[src/rtl/load_align_if.sv]
// Load-align bus bundle: CPU-side load request plus the data-memory read port.
//   LOAD_REQ/LOAD_SEL/ADDR      load request from the pipeline
//   MEM_READ/MEM_ADDR           word read strobe and word-aligned address
//   MEM_DATA_IN/MEM_BUSYWAIT    read word and memory stall
//   DATA_OUT/DATA_VALID         extended result and its one-cycle qualifier
//   MISALIGN_ERR/BUSY           rejected-misaligned flag and stall-the-pipe flag
interface load_align_if #(
  parameter int unsigned ADDR_WIDTH = 32
);
  logic                  LOAD_REQ;
  logic [2:0]            LOAD_SEL;
  logic [ADDR_WIDTH-1:0] ADDR;
  logic                  MEM_READ;
  logic [ADDR_WIDTH-1:0] MEM_ADDR;
  logic [31:0]           MEM_DATA_IN;
  logic                  MEM_BUSYWAIT;
  logic [31:0]           DATA_OUT;
  logic                  DATA_VALID;
  logic                  MISALIGN_ERR;
  logic                  BUSY;

  // Load unit side
  modport slave (
    input  LOAD_REQ, LOAD_SEL, ADDR, MEM_DATA_IN, MEM_BUSYWAIT,
    output MEM_READ, MEM_ADDR, DATA_OUT, DATA_VALID, MISALIGN_ERR, BUSY
  );

  // Pipeline / memory side
  modport master (
    output LOAD_REQ, LOAD_SEL, ADDR, MEM_DATA_IN, MEM_BUSYWAIT,
    input  MEM_READ, MEM_ADDR, DATA_OUT, DATA_VALID, MISALIGN_ERR, BUSY
  );
endinterface

[src/rtl/load_align_unit.sv]
// Load alignment unit: turns a byte-addressed LB/LH/LW/LBU/LHU request into one
// or two word reads, extracts the addressed bytes and sign/zero-extends them.
// Ports:
//   CLK    rising-edge clock
//   RESET  asynchronous active-low reset
//   bus    load_align_if.slave (request, memory read port, result, status)
// Parameters:
//   ADDR_WIDTH      byte-address width
//   MISALIGN_SPLIT  1: word-crossing loads use two reads; 0: misaligned loads
//                   are rejected with MISALIGN_ERR
module load_align_unit #(
  parameter int unsigned ADDR_WIDTH     = 32,
  parameter bit          MISALIGN_SPLIT = 1'b1
) (
  input  logic          CLK,
  input  logic          RESET,
  load_align_if.slave   bus
);

  typedef enum logic [1:0] {
    S_IDLE = 2'd0,
    S_RD0  = 2'd1,
    S_RD1  = 2'd2,
    S_DONE = 2'd3
  } state_t;

  state_t                r_state;
  logic [2:0]            r_sel;
  logic [1:0]            r_off;
  logic                  r_cross;
  logic [31:0]           r_word0;
  logic                  r_mem_read;
  logic [ADDR_WIDTH-1:0] r_mem_addr;
  logic [31:0]           r_data_out;
  logic                  r_data_valid;
  logic                  r_misalign_err;
  logic                  r_busy;

  logic                  w_sel_valid;
  logic                  w_misaligned;
  logic                  w_crossing;
  logic [63:0]           w_pair;
  logic [31:0]           w_shifted;
  logic [31:0]           w_result;

  // Classify the incoming request from LOAD_SEL and the low address bits
  always_comb begin
    w_sel_valid  = 1'b0;
    w_misaligned = 1'b0;
    w_crossing   = 1'b0;
    case (bus.LOAD_SEL)
      3'b000, 3'b100: w_sel_valid = 1'b1;
      3'b001, 3'b101: begin
        w_sel_valid  = 1'b1;
        w_misaligned = bus.ADDR[0];
        w_crossing   = (bus.ADDR[1:0] == 2'b11);
      end
      3'b010: begin
        w_sel_valid  = 1'b1;
        w_misaligned = (bus.ADDR[1:0] != 2'b00);
        w_crossing   = (bus.ADDR[1:0] != 2'b00);
      end
      default: w_sel_valid = 1'b0;
    endcase
  end

  // In RD1 the result spans {word1, word0}; in RD0 only the current word matters
  assign w_pair    = (r_state == S_RD1) ? {bus.MEM_DATA_IN, r_word0}
                                        : {32'h0, bus.MEM_DATA_IN};
  assign w_shifted = 32'(w_pair >> {r_off, 3'b000});

  // Size select from r_sel[1:0], zero-extend when r_sel[2] is set
  always_comb begin
    w_result = w_shifted;
    case (r_sel[1:0])
      2'b00:   w_result = r_sel[2] ? {24'h0, w_shifted[7:0]}
                                   : {{24{w_shifted[7]}}, w_shifted[7:0]};
      2'b01:   w_result = r_sel[2] ? {16'h0, w_shifted[15:0]}
                                   : {{16{w_shifted[15]}}, w_shifted[15:0]};
      default: w_result = w_shifted;
    endcase
  end

  // Control FSM with registered outputs
  always_ff @(posedge CLK or negedge RESET) begin
    if (!RESET) begin
      r_state        <= S_IDLE;
      r_sel          <= 3'b000;
      r_off          <= 2'b00;
      r_cross        <= 1'b0;
      r_word0        <= 32'h0;
      r_mem_read     <= 1'b0;
      r_mem_addr     <= '0;
      r_data_out     <= 32'h0;
      r_data_valid   <= 1'b0;
      r_misalign_err <= 1'b0;
      r_busy         <= 1'b0;
    end else begin
      case (r_state)
        S_IDLE: begin
          if (bus.LOAD_REQ) begin
            r_sel   <= bus.LOAD_SEL;
            r_off   <= bus.ADDR[1:0];
            r_cross <= w_crossing && MISALIGN_SPLIT;
            r_busy  <= 1'b1;
            if (!w_sel_valid) begin
              r_state        <= S_DONE;
              r_data_out     <= 32'h0;
              r_data_valid   <= 1'b1;
              r_misalign_err <= 1'b0;
            end else if (w_misaligned && !MISALIGN_SPLIT) begin
              r_state        <= S_DONE;
              r_data_out     <= 32'h0;
              r_data_valid   <= 1'b1;
              r_misalign_err <= 1'b1;
            end else begin
              r_state    <= S_RD0;
              r_mem_read <= 1'b1;
              r_mem_addr <= {bus.ADDR[ADDR_WIDTH-1:2], 2'b00};
            end
          end
        end
        S_RD0: begin
          if (!bus.MEM_BUSYWAIT) begin
            if (r_cross) begin
              // Keep the read strobe up and step to the next word
              r_word0    <= bus.MEM_DATA_IN;
              r_mem_addr <= r_mem_addr + ADDR_WIDTH'(4);
              r_state    <= S_RD1;
            end else begin
              r_mem_read   <= 1'b0;
              r_mem_addr   <= '0;
              r_data_out   <= w_result;
              r_data_valid <= 1'b1;
              r_state      <= S_DONE;
            end
          end
        end
        S_RD1: begin
          if (!bus.MEM_BUSYWAIT) begin
            r_mem_read   <= 1'b0;
            r_mem_addr   <= '0;
            r_data_out   <= w_result;
            r_data_valid <= 1'b1;
            r_state      <= S_DONE;
          end
        end
        S_DONE: begin
          r_data_valid   <= 1'b0;
          r_misalign_err <= 1'b0;
          r_busy         <= 1'b0;
          r_state        <= S_IDLE;
        end
        default: r_state <= S_IDLE;
      endcase
    end
  end

  assign bus.MEM_READ     = r_mem_read;
  assign bus.MEM_ADDR     = r_mem_addr;
  assign bus.DATA_OUT     = r_data_out;
  assign bus.DATA_VALID   = r_data_valid;
  assign bus.MISALIGN_ERR = r_misalign_err;
  assign bus.BUSY         = r_busy;

endmodule

[src/flat_wrapper.sv]
// flat-port wrapper written by rule: the top's interface ports become plain ports
module load_align_unit_flat 
#(
  parameter int unsigned ADDR_WIDTH     = 32,
  parameter bit          MISALIGN_SPLIT = 1'b1
)
  (CLK, RESET, bus_LOAD_REQ, bus_LOAD_SEL, bus_ADDR, bus_MEM_DATA_IN, bus_MEM_BUSYWAIT, bus_MEM_READ, bus_MEM_ADDR, bus_DATA_OUT, bus_DATA_VALID, bus_MISALIGN_ERR, bus_BUSY);
  load_align_if #(.ADDR_WIDTH(ADDR_WIDTH)) bus_i ();
  input  logic CLK;
  input  logic RESET;
  input wire logic [$bits(bus_i.LOAD_REQ)-1:0] bus_LOAD_REQ;
  input wire logic [$bits(bus_i.LOAD_SEL)-1:0] bus_LOAD_SEL;
  input wire logic [$bits(bus_i.ADDR)-1:0] bus_ADDR;
  input wire logic [$bits(bus_i.MEM_DATA_IN)-1:0] bus_MEM_DATA_IN;
  input wire logic [$bits(bus_i.MEM_BUSYWAIT)-1:0] bus_MEM_BUSYWAIT;
  output wire logic [$bits(bus_i.MEM_READ)-1:0] bus_MEM_READ;
  output wire logic [$bits(bus_i.MEM_ADDR)-1:0] bus_MEM_ADDR;
  output wire logic [$bits(bus_i.DATA_OUT)-1:0] bus_DATA_OUT;
  output wire logic [$bits(bus_i.DATA_VALID)-1:0] bus_DATA_VALID;
  output wire logic [$bits(bus_i.MISALIGN_ERR)-1:0] bus_MISALIGN_ERR;
  output wire logic [$bits(bus_i.BUSY)-1:0] bus_BUSY;
  assign bus_i.LOAD_REQ = bus_LOAD_REQ;
  assign bus_i.LOAD_SEL = bus_LOAD_SEL;
  assign bus_i.ADDR = bus_ADDR;
  assign bus_i.MEM_DATA_IN = bus_MEM_DATA_IN;
  assign bus_i.MEM_BUSYWAIT = bus_MEM_BUSYWAIT;
  assign bus_MEM_READ = bus_i.MEM_READ;
  assign bus_MEM_ADDR = bus_i.MEM_ADDR;
  assign bus_DATA_OUT = bus_i.DATA_OUT;
  assign bus_DATA_VALID = bus_i.DATA_VALID;
  assign bus_MISALIGN_ERR = bus_i.MISALIGN_ERR;
  assign bus_BUSY = bus_i.BUSY;
  load_align_unit #(.ADDR_WIDTH(ADDR_WIDTH), .MISALIGN_SPLIT(MISALIGN_SPLIT)) u_core (.CLK(CLK), .RESET(RESET), .bus(bus_i));
endmodule
[config.mk]
export PLATFORM = sky130hd
export DESIGN_NAME = load_align_unit_flat
export DESIGN_NICKNAME = d
export VERILOG_FILES = /design/src/rtl/load_align_if.sv /design/src/rtl/load_align_unit.sv /design/src/flat_wrapper.sv
export SDC_FILE = /design/constraint.sdc
export NUM_CORES = 1
export LEC_CHECK = 0
export CAP_MARGIN = 20
export CELL_PAD_IN_SITES_DETAIL_PLACEMENT = 2
export CELL_PAD_IN_SITES_GLOBAL_PLACEMENT = 2
export CORE_ASPECT_RATIO = 1.4
export CORE_UTILIZATION = 42
export CTS_CLUSTER_DIAMETER = 80
export DETAILED_ROUTE_END_ITERATION = 10
export DONT_BUFFER_PORTS = 1
export PLACE_DENSITY = 0.87
export SYNTH_ARGS = -nofsm -noshare
export SYNTH_HDL_FRONTEND = slang
export SYNTH_SLANG_ARGS = --single-unit
[constraint.sdc]
create_clock -name CLK -period 4.7 [get_ports CLK]
set_clock_uncertainty 0.1 [all_clocks]
set_input_delay 0.94 -clock CLK [delete_from_list [all_inputs] [get_ports CLK]]
set_output_delay 0.94 -clock CLK [all_outputs]
set_load 0.02 [all_outputs]
After elaboration in Yosys (flattened, before gate mapping)
Index checks and enable logic that the tools add are counted.

Register bits: 108. Input port bits: 71. Output and inout port bits: 68. Logic and storage cells: 87.

Add/sub/neg operators: 1. Equality and inequality tests: 15. Shift operators: 1. Multiplexer cells: 41. Bitwise gates (word level): 1. Reduce and logical (&&, ||, !) cells: 17.

Operators by type and width (count): $mux 32 (12); $pmux 32 s3 (2); $mux 64 (1); $pmux 32 s2 (1); $shr 64x5->32 (1); $add 32x3->32 const B (1); $mux 1 (15); $reduce_and 6->1 (2); $ne 2x2->1 const B (5); $reduce_and 5->1 (2); $reduce_and 3->1 (3); $mux 2 (4); $pmux 2 s4 (1); $eq 2x2->1 const B (3); $eq 3x3->1 const B (2); $pmux 1 s2 (3); $reduce_or 5->1 (1); $eq 2x1->1 const B (2); $logic_not 2->1 (2); $pmux 1 s4 (1); $reduce_and 2->1 (2); $reduce_bool 2->1 (2); $eq 3x1->1 const B (1); $eq 3x2->1 const B (1); other kinds (6) (6).

Logic depth before layout (Yosys ltp)
Word-level depth: 8. Gate-level depth with buffers: 10. Mapped depth without buffers: 7.

Least setup slack after synthesis
Ideal clock, no wire load.

Kind: input -> register. From: input port bus_MEM_DATA_IN[15]. To: register u_core.r_data_out[17], in the netlist u_core.bus.DATA_OUT[17]. Setup time: 0.124 ns. Data arrival time: 2.283 ns. Required time: 4.476 ns. Setup slack: 2.193 ns. Stages on the path: 6. Buffers on the path: 1. Cell sequence: mux4_2 -> nor2_1 -> a2111oi_2 -> o311ai_1 -> buf_2 -> o21ai_1.

Word-level cells in the longest chain between the ends: 7. Elaborated cells on any way between the ends: 9. Those cells by class: 1 x shift; 8 x mux.

RTL lines: start: declaration (line flat_wrapper.sv:14) `input wire logic [$bits(bus_i.MEM_DATA_IN)-1:0] bus_MEM_DATA_IN;`; $mux 64 * (line load_align_unit.sv:68) `assign w_pair = (r_state == S_RD1) ? {bus.MEM_DATA_IN, r_word0}`; $shr 64x5->32 * (line load_align_unit.sv:70) `assign w_shifted = 32'(w_pair >> {r_off, 3'b000});`; $mux 32, on equally long branches (line load_align_unit.sv:78, load_align_unit.sv:76); $pmux 32 s2 * (line load_align_unit.sv:75) `case (r_sel[1:0])`; $mux 32 (line load_align_unit.sv:125) `if (r_cross) begin`; $mux 32 (line load_align_unit.sv:124) `if (!bus.MEM_BUSYWAIT) begin`; $pmux 32 s3 * (line load_align_unit.sv:99) `case (r_state)`; end signal: assignment (line load_align_unit.sv:133) `r_data_out <= w_result;`; end signal: assignment (line load_align_unit.sv:143) `r_data_out <= w_result;`; end: declaration (line load_align_unit.sv:34) `logic [31:0] r_data_out;`.

Every way passes the cells marked *; elsewhere a longest branch is shown, timed or not. The select of a mux whose other input is x is not followed. A chain may end at the register's enable or synchronous reset.

Final worst setup path
From: register u_core.r_state[0]. To: register u_core.r_data_out[31], in the netlist u_core.bus.DATA_OUT[31].

Word-level cells in the longest chain between the ends: 8. Elaborated cells on any way between the ends: 19. Those cells by class: 7 x eq/ne; 1 x shift; 8 x mux; 3 x reduce/logical.

RTL lines: start: declaration (line load_align_unit.sv:27) `state_t r_state;`; start signal: assignment (line load_align_unit.sv:87) `r_state <= S_IDLE;`; start signal: assignment (line load_align_unit.sv:107) `r_state <= S_DONE;`; start signal: assignment (line load_align_unit.sv:112) `r_state <= S_DONE;`; $eq 2x2->1 (line load_align_unit.sv:68, load_align_unit.sv:99); $mux 64 (line load_align_unit.sv:68); $shr 64x5->32 (line load_align_unit.sv:70); $mux 32, on equally long branches (line load_align_unit.sv:78, load_align_unit.sv:76); $pmux 32 s2 (line load_align_unit.sv:75); $mux 32 (line load_align_unit.sv:125); $mux 32 (line load_align_unit.sv:124); $pmux 32 s3 (line load_align_unit.sv:99).

Parallel ways exist; a longest one is shown, timed or not. The select of a mux whose other input is x is not followed.

==> results.sh <==
export IMPL_syn_inst=677
export IMPL_crit_arrival_ps=3310
export IMPL_regArea_um2=2630
export IMPL_critPathLaunchType="flip-flop"
export IMPL_avgSynthCellArea_um2=9.43
export IMPL_clkSlewWorstSetupHoldPaths_ps=70
export IMPL_multi_input_area_um2=3500
export IMPL_setup_tns_ps=0
export IMPL_stdcell_count=846
export IMPL_synth_cell_types=60
export IMPL_grt_antenna_before_repair=0
export IMPL_htree_num_levels=3
export IMPL_yosys_top_cells_count="dfrtp_1, o21ai_0, nand2_1"
export IMPL_finalMaxSlewViolations=0
export IMPL_rrSetupSlack_ps=1510
export IMPL_synth_top_area_cell="dfrtp_1"
export IMPL_cts_made_buffers=9
export IMPL_wire_per_inst_um=24.3
export IMPL_worstRegToRegCells=9
export IMPL_crit_path_end_kind="flip-flop"
export IMPL_synthArstFlopShare_pct=100
export IMPL_worstMarginPinSlew_ps=1080
export IMPL_firstDrtPassIters=5
export IMPL_synthMostInstantiatedCell="dfrtp_1"
export IMPL_cp_slowest_cell="o32ai_1"
export IMPL_dr_total_vias=5332
export IMPL_tritoncts="built"
export IMPL_layout_nets=727
export IMPL_crit_required_ps=4820
export IMPL_crit_type="flip-flop to flip-flop"
export IMPL_grt_use_total_pct=26.9
export IMPL_cts_hold_buf=0
export IMPL_grt_overflow_total=0
export IMPL_path_buf_inv=4
export IMPL_worstReg2RegEnd="u_core.bus.DATA_OUT[31]$_DFFE_PN0P_"
export IMPL_initial_core_util_pct=42.8
export IMPL_grt_max_degree=106
export IMPL_vdd_drop_max_mv=0.257
export IMPL_status="finished clean"
export IMPL_ys_seq_elements=105
export IMPL_crit_path_start="u_core.r_state[0]$_DFFE_PN0P_"
export IMPL_num_fill_cells=1579
export IMPL_hold_class="primary input to asynchronous set/reset pin"
export IMPL_drtIter0Drc=222
export IMPL_place_inst=830
export IMPL_max_freq_ghz=0.314
export IMPL_postCtsSetupBuffers=0
export IMPL_drc=0
export IMPL_place_congestion=0.831
export IMPL_synth_area_um2=6390
export IMPL_synth_top_area_share_pct=41.1
export IMPL_min_period_ps=3190
export IMPL_clock_root_buffer="clkbuf_16"
export IMPL_cts_resized=0
export IMPL_final_hold_violation_count=0
export IMPL_die_x_um=106
export IMPL_clock_path_buffers=2
export IMPL_p_per_area_nw_per_um2=778
export IMPL_crit_family="buffers and inverters"
export IMPL_crit_chain="inv_1 > ha_1 > buf_4 > inv_1 > o32ai_1 > nor4_1 > o311ai_1 > buf_4 > o21ai_0"
export IMPL_slew_headroom_pct=28.0
export IMPL_n_antenna_cell=0
export IMPL_grt_pass1_vias=5918
export IMPL_cts_num_sinks=105
export IMPL_rsz0062_at_grt="false"
export IMPL_ys_warn_count=0
export IMPL_maxCapViolCount=0
export IMPL_drive_gt1_share_pct=13.9
export IMPL_worst_path_max_fanout=35
export IMPL_ant_nets=0
export IMPL_worst_path_largest_cell_delay_ps=480
export IMPL_synth_area_leaders="dfrtp_1, mux2_2, mux2i_1, o21ai_0, a21oi_1"
export IMPL_core_area_um2=14900
export IMPL_setup_viol=0
export IMPL_port_buffers=0
export IMPL_area_delta_synth_final_pct=6.19
export IMPL_dieArea_um2=15700
export IMPL_dp_hpwl_um=15100
export IMPL_chipHeight_um=148
export IMPL_synth_flop_cell="dfrtp_1"
export IMPL_num_rows=53
export IMPL_grt_pass1_wl_um=32900
export IMPL_clk_latency_ps=360
export IMPL_io_pins=139
export IMPL_vias_per_cell=6.30
export IMPL_worstReg2RegStart="u_core.r_state[0]$_DFFE_PN0P_"
export IMPL_seq_area_frac_synth_pct=41.1
export IMPL_fin_crit_sh_pct=67.9
export IMPL_synth_edf_count=0
export IMPL_wl_um=20600
export IMPL_power_leakage_uw=0.00279
placed cells by master (no fill, tap or decap), types with 3 or more instances in the layout:
| cell type | Yosys | layout |
|---|---|---|
| a2111oi_2 | 2 | 3 |
| a211oi_1 | 17 | 17 |
| a21oi_1 | 44 | 44 |
| a221o_1 | 3 | 3 |
| a22oi_1 | 13 | 13 |
| a31oi_1 | 5 | 5 |
| a32oi_1 | 4 | 4 |
| and2_1 | 7 | 7 |
| and3_1 | 5 | 5 |
| buf_4 | 4 | 10 |
| clkbuf_16 | 0 | 9 |
| conb_1 | 1 | 3 |
| dfrtp_1 | 105 | 104 |
| ha_1 | 7 | 7 |
| inv_1 | 12 | 12 |
| inv_6 | 0 | 3 |
| mux2_2 | 47 | 47 |
| mux2i_1 | 50 | 50 |
| mux4_2 | 5 | 5 |
| nand2_1 | 58 | 58 |
| nand2b_1 | 7 | 7 |
| nand3_1 | 21 | 21 |
| nand4_1 | 8 | 8 |
| nor2_1 | 34 | 34 |
| nor2b_1 | 11 | 11 |
| nor3_1 | 13 | 13 |
| nor3b_1 | 5 | 5 |
| nor4_1 | 11 | 11 |
| o211ai_1 | 3 | 3 |
| o21a_1 | 3 | 3 |
| o21ai_0 | 62 | 62 |
| o21ai_1 | 15 | 15 |
| o22ai_1 | 3 | 3 |
| o2bb2ai_1 | 6 | 6 |
| o311ai_0 | 3 | 3 |
| o31ai_1 | 3 | 3 |
| or3_1 | 3 | 3 |
| or4_1 | 4 | 4 |
power breakdown:
part / switching (uW) / internal (uW)
registers: 709 / 1280
logic: 1540 / 1000
clock network: 377 / 370
total: 2620 / 2660
area by class of cell:
| cell class | count | share of cell area [%] |
|---|---|---|
| Clock buffer | 9 | 3.32 |
| Clock inverter | 7 | 0.867 |
| Inverter | 13 | 0.720 |
| Multi-Input combinational cell | 510 | 51.7 |
| Sequential cell | 105 | 38.8 |
| Tap cell | 192 | 3.54 |
| Timing Repair Buffer | 10 | 1.11 |
how the worst max path moves through the flow:
stage / endpoint / slack (ps) / cells after the start
2_1_floorplan: u_core.bus.DATA_OUT[17]$_DFFE_PN0P_ / 2190 / 6
3_3_place_gp: u_core.bus.MEM_ADDR[28]$_DFFE_PN0P_ / 1620 / 5
3_5_place_dp: u_core.bus.MEM_ADDR[29]$_DFFE_PN0P_ / 1470 / 6
4_1_cts: u_core.bus.DATA_OUT[31]$_DFFE_PN0P_ / 1500 / 9
5_1_grt: u_core.bus.DATA_OUT[31]$_DFFE_PN0P_ / 1300 / 9
6_report: u_core.bus.DATA_OUT[31]$_DFFE_PN0P_ / 1510 / 9
registers in the layout, indices dropped and copies added, names as in the netlist:
signal	count
u_core.bus.BUSY	1
u_core.bus.DATA_OUT	32
u_core.bus.DATA_VALID	1
u_core.bus.MEM_ADDR	30
u_core.bus.MEM_READ	1
u_core.r_cross	1
u_core.r_off	2
u_core.r_sel	3
u_core.r_state	2
u_core.r_word0	32
per-layer routing:
layer  global-route usage [%]  vias to the layer above  part of all wire (%)
li1                         -                     2450                     -
met1                     30.4                     2714                    39
met2                     49.8                      141                    54
met3                     5.56                       27                   5.0
met4                     8.82                        0                   2.2
met5                        0                        -                     0
through the flow:
| step | worst slack, ps | hold slack (ps) | util (%) | cell area, um2 | total power (uW) |
|---|---|---|---|---|---|
| CTS | 1500 | 166 | 45.5 | 6780 | 5320 |
| detailed placement | 1470 | 395 | 43.5 | 6500 | 4550 |
| global route | 1300 | 161 | 45.5 | 6780 | 5640 |
| floorplan | 2190 | 371 | - | 6390 | 3760 |
| global placement | 1620 | 380 | 43.5 | 6500 | 4330 |
| finish | 1510 | 180 | 45.5 | 6780 | 5280 |
kinds of logic after synthesis:
group                      after synthesis  synth area share, %
and+or+nand+nor                        200                 16.0
AOI/OAI and AO/OA                      197                 19.1
DFF                                    105                 41.1
muxes                                  103                 18.1
buffers and inverters                   64                 4.17
adders and majority gates                7                 1.37
other                                    1               0.0587
worst register-to-register path, stage by stage, from the launching register on:
cell	delay, ps
dfrtp_1	440
inv_1	170
ha_1	200
buf_4	410
inv_1	460
o32ai_1	480
nor4_1	160
o311ai_1	300
buf_4	240
o21ai_0	110
No activity file was read; power rests on OpenSTA's default activity.
